File: config.mk
export PLATFORM = sky130hd
export DESIGN_NAME = reg_bank
export DESIGN_NICKNAME = d
export VERILOG_FILES = /design/src/rtl/reg_bank_pkg.sv /design/src/rtl/reg_bank_word.sv /design/src/rtl/reg_bank.sv
export SDC_FILE = /design/constraint.sdc
export NUM_CORES = 1
export LEC_CHECK = 0
export BUFFER_PORTS_ARGS = -buffer_cell sky130_fd_sc_hd__buf_2
export CELL_PAD_IN_SITES_DETAIL_PLACEMENT = 0
export CELL_PAD_IN_SITES_GLOBAL_PLACEMENT = 2
export CORE_MARGIN = 5
export CORE_UTILIZATION = 42
export DETAILED_ROUTE_END_ITERATION = 10
export PLACE_DENSITY = 0.95
export SYNTH_ARGS = -nofsm -noshare
export SYNTH_HDL_FRONTEND = slang
export SYNTH_SLANG_ARGS = --single-unit
File: constraint.sdc
create_clock -name clk -period 8.5 [get_ports clk]
set_input_delay 0 -clock clk [delete_from_list [all_inputs] [get_ports clk]]
set_output_delay 0 -clock clk [all_outputs]
set_load 0.02 [all_outputs]
File: src/rtl/reg_bank_pkg.sv
// rtl/reg_bank_pkg.sv - shared state type and default geometry for the register bank
package reg_bank_pkg;

  typedef enum logic {
    IDLE  = 1'b0,
    CLEAR = 1'b1
  } state_t;

  localparam int DEFAULT_WIDTH = 16;
  localparam int DEFAULT_DEPTH = 8;

endpackage

File: src/rtl/reg_bank_word.sv
// rtl/reg_bank_word.sv - WIDTH-bit load register with asynchronous reset to zero
module reg_word #(
  parameter int WIDTH = 16
) (
  input  logic             clk,
  input  logic             rst,
  input  logic             load,
  input  logic [WIDTH-1:0] in,
  output logic [WIDTH-1:0] out
);

  always_ff @(posedge clk or posedge rst) begin
    if (rst) begin
      out <= '0;
    end else if (load) begin
      out <= in;
    end
  end

endmodule

File: src/rtl/reg_bank.sv
// rtl/reg_bank.sv - DEPTH x WIDTH register bank with addressed load, combinational read
// and a run-time clear sequencer that zeroes one word per cycle.
module reg_bank
  import reg_bank_pkg::*;
#(
  parameter int WIDTH  = DEFAULT_WIDTH,
  parameter int DEPTH  = DEFAULT_DEPTH,
  parameter int ADDR_W = $clog2(DEPTH)
) (
  input  logic              clk,
  input  logic              rst,
  input  logic [WIDTH-1:0]  in,
  input  logic              load,
  input  logic [ADDR_W-1:0] address,
  input  logic              clear,
  output logic [WIDTH-1:0]  out,
  output logic              busy,
  output logic              done
);

  localparam logic [ADDR_W-1:0] LAST_PTR = ADDR_W'(DEPTH - 1);

  state_t            state, state_n;
  logic [ADDR_W-1:0] ptr, ptr_n;
  logic              done_q, done_n;
  logic [WIDTH-1:0]  word_in;
  logic [WIDTH-1:0]  words [DEPTH];
  logic              wr_ok;

  always_ff @(posedge clk or posedge rst) begin
    if (rst) begin
      state  <= IDLE;
      ptr    <= '0;
      done_q <= 1'b0;
    end else begin
      state  <= state_n;
      ptr    <= ptr_n;
      done_q <= done_n;
    end
  end

  always_comb begin
    state_n = state;
    ptr_n   = ptr;
    done_n  = 1'b0;
    case (state)
      IDLE: begin
        if (clear) begin
          state_n = CLEAR;
          ptr_n   = '0;
        end
      end
      CLEAR: begin
        if (ptr == LAST_PTR) begin
          state_n = IDLE;
          ptr_n   = '0;
          done_n  = 1'b1;
        end else begin
          ptr_n = ptr + ADDR_W'(1);
        end
      end
      default: begin
        state_n = IDLE;
        ptr_n   = '0;
      end
    endcase
  end

  assign busy = (state == CLEAR);
  assign done = done_q;

  // A clear request in IDLE takes priority over a load sampled on the same edge.
  assign wr_ok   = load && (state == IDLE) && !clear;
  assign word_in = busy ? '0 : in;

  for (genvar i = 0; i < DEPTH; i++) begin : g_word
    logic hit_addr;
    logic hit_ptr;

    assign hit_addr = (address == ADDR_W'(i));
    assign hit_ptr  = (ptr == ADDR_W'(i));

    reg_word #(
      .WIDTH(WIDTH)
    ) u_word (
      .clk  (clk),
      .rst  (rst),
      .load ((wr_ok && hit_addr) || (busy && hit_ptr)),
      .in   (word_in),
      .out  (words[i])
    );
  end

  // Addresses at or beyond DEPTH match no word and read as zero.
  always_comb begin
    out = '0;
    for (int i = 0; i < DEPTH; i++) begin
      if (address == ADDR_W'(i)) begin
        out = words[i];
      end
    end
  end

endmodule

==> impl_metrics.ini <==
[global_route]
grt_overflow = 0
grt_pass1_wl_mm = 30.1
antenna_found_initial = 0
grt_max_degree = 70
grt.total_usage_pct = 21.0
grt_pass1_vias = 5391

[sta]
relSlewSlack_pct = 15.0
hold_viol = 0
fin_crit_sh_pct = 31.5
tightestPinTransition_ns = 1.27
timing_max_transition_violations_final = 0
rsz0062_at_grt = false
post-route-min-period_ns = 2.68
setup_violations = 0
timing.fmax_mhz = 373
setup-tns-final_ns = 0
clock_skew_ns = 0.00713
layout_setup_ws_ns = 5.82

[cts]
cts.clk_slew.worst_paths_ns = 0.06
clock_sinks = 133
cts_tree = done
clk_latency_ns = 0.42
cts_resized = 0
cts_buffers = 17
h-tree-depth = 4
cts_root_buffer = clkbuf_16
cts_buffer_depth = 2

[power_and_ir_drop]
internal_power_uw = 1490
clkPwrFrac_pct = 35.9
p_sw_share_pct = 32.4
power_leakage_uw = 0.00345
p_comb_share_pct = 24.2
p_sw_uw = 716
ir_worst_vdd_uv = 152
total_power_uw = 2210
power_density_mw_per_mm2 = 281
power_frac_seq_pct = 39.9

[setup_path]
end_kind = flop
slowest_stage = nand3_1
crit_arrival_ns = 2.92
cp_max_fo = 32
r2r-end = g_word[0].u_word.out[2]
crit_chain = dlygate4sd3_1, buf_2, nor2b_1, nand3_1, nand3_1, o21ai_0
reg2reg_depth = 4
worstSetupPathType = input pin to flop
crit_buf_inv = 2
rr_startpoint = busy
r2r_slack_ns = 6.07
critPathRequiredTime_ns = 8.74
cp_top_family = simple AND/OR/NAND/NOR gates
crit_path_frequent_cell = nand3_1
cpPeakStageDelay_ns = 1.09
crit_cells = 6
setup.worst_path.start_class = input pin

[floorplan]
initial_core_util_pct = 43.0
design.core.area_mm2 = 0.0159
die_y_um = 138
rows = 46
die_w_um = 138
num_io_pins = 41
dieArea_mm2 = 0.0190

[routing]
drtAntennaViolNets = 0
detail_route.wirelength_mm = 18.8
drcViolationCount = 0
drtIter0Drc = 629
wire_per_inst_um = 19.3
vias_per_cell = 5.63
vias = 5480
dr.pass1.iters = 5

[finish]
drive_gt1_share_pct = 13.3
utilization_pct = 49.3
n_antenna_cell = 0
fin_cells = 974
nFillCells = 1506
syn2layout_area_growth_pct = 14.6
final_nets = 774

[yosys]
yosys.area_share.simple_pct = 18.5
yosys_warnings = 0
synth_area_per_cell_um2 = 9.59
synth.area.mux_share_pct = 11.4
syn_area_mm2 = 0.00686
synth_xor_area_share_pct = 0
seq_area_frac_synth_pct = 48.5
ys_ff_latch = 133
synth_top_family_by_area = simple AND/OR/NAND/NOR gates
syn_inst = 715
syn_nets = 744
yosys.area_share.adder_pct = 1.09
synth_cell_type_count = 40
synth_compound_area_share_pct = 13.3

[status]
outcome = finished, final reports clean

[min_path]
hp-class = input pin to async pin

[placement]
dpl_worst_slack_ns = 5.85
routabilityCongestion = 0.813
numPortBuffers = 40
dp_hpwl_mm = 11.6
place_inst = 924

[run]
max_cap_violations = 0
==> stage by stage <==
step                      instance area [um^2]  hold WS [ns]
after global placement                    7050         0.227
after detailed placement                  7050         0.232
final                                     7860         0.329
after global routing                      7860         0.357
after floorplan                           6860        0.0863
after CTS                                 7860         0.326
==> logic make-up after synthesis <==
kind of cell,Yosys count
flops,133
simple gates,267
fa+ha+maj,6
compound gates,162
mux,55
buf+inv,92
==> tightest hold or removal path: stages <==
cell           delay (ns)
dlygate4sd3_1        0.53
buf_2                0.13
inv_4                0.62
==> synth_stat cells <==
master     number  area share [%]
nand4b_1        1            0.13
clkbuf_1       17            0.93
o21ai_0       111             8.1
a21boi_1        1            0.11
and4_1          1            0.13
buf_12          1            0.29
nor2b_1        16             1.5
mux2_2          1            0.16
nor2_4          2            0.33
o22ai_1         2            0.18
o31ai_1         2            0.22
nor2b_2         1            0.13
o21ai_1        10            0.73
and4_4          1            0.16
nand2_2         1           0.091
buf_2          17             1.2
and2b_2         1            0.13
a21oi_1        15             1.1
clkbuf_4        1            0.11
a32oi_2         1            0.24
nand2b_1       20             1.8
nand4_4         1            0.31
nand2_1       116             6.3
and2b_1         1            0.11
inv_1          36             2.0
buf_1           2            0.11
o2bb2ai_1       5            0.64
a221oi_1       14             1.8
ha_1            6             1.1
nor2_1         16            0.88
clkbuf_2        2            0.15
buf_8           2            0.44
mux4_1          5             1.9
mux4_2         12             3.9
buf_6           7             1.1
buf_4           7            0.77
nand3_1        89             6.5
a2111oi_2       1            0.22
mux2i_1        37             5.4
dfrtp_1       133              49
==> power groups by stage <==
stage               clock network, uW  logic [uW]  registers [uW]
floorplan                           0         396             850
global placement                    0         508             881
detailed placement                  0         526             889
CTS                               799         536             879
global route                      825         599             897
finish                            793         535             881
==> worst max path at each step <==
stage,startpoint,end,slack (ns)
after CTS,clear,g_word[0].u_word.out[4],5.85
after global placement,address[0],g_word[5].u_word.out[4],5.90
after global routing,clear,g_word[0].u_word.out[4],5.53
after floorplan,rst,busy,4.95
final,clear,g_word[0].u_word.out[2],5.82
after detailed placement,address[0],g_word[5].u_word.out[9],5.85
==> cells in the final DEF (no fill, tap or decap), drive strengths merged <==
master,netlist,final
nand2,117,117
dlygate4sd3,0,18
nor2,18,18
a221oi,14,14
and2b,2,2
bufinv,0,4
and4,2,2
clkbuf,20,24
o22ai,2,2
nand4b,1,1
a21boi,1,1
nand3,89,89
a32oi,1,1
o31ai,2,2
ha,6,6
nor2b,17,17
nand2b,20,20
clkinvlp,0,2
dfrtp,133,133
mux4,17,17
a2111oi,1,1
a21oi,15,15
nand4,1,1
o21ai,121,121
o2bb2ai,5,5
mux2,1,1
mux2i,37,37
inv,36,36
clkinv,0,2
buf,36,49
==> timing repair <==
item                      CTS  global route
hold endpoints to repair  107             0
hold buffers               18             0
setup buffers               0             0
==> metal layers <==
layer / track usage (%) / wire length [um]
met1: 28.8 / 8370
met5: 0 / 0
met2: 33.6 / 9080
met3: 4.75 / 1080
met4: 5.76 / 252
==> cell type report <==
class	instances	area, um^2	share of cell area, %
Multi-Input combinational cell	490	3040	38.7
Inverter	36	138	1.75
Sequential cell	133	3330	42.3
Timing Repair Buffer	67	448	5.70
Clock inverter	8	145	1.85
Clock buffer	24	492	6.25
Tap cell	216	270	3.44
==> state kept, by name, indices dropped and copies added (netlist names) <==
| signal | cells |
|---|---|
| g_word.u_word.out | 128 |
| ptr | 3 |
| busy | 1 |
| done | 1 |
No activity file was read; power rests on OpenSTA's default activity.
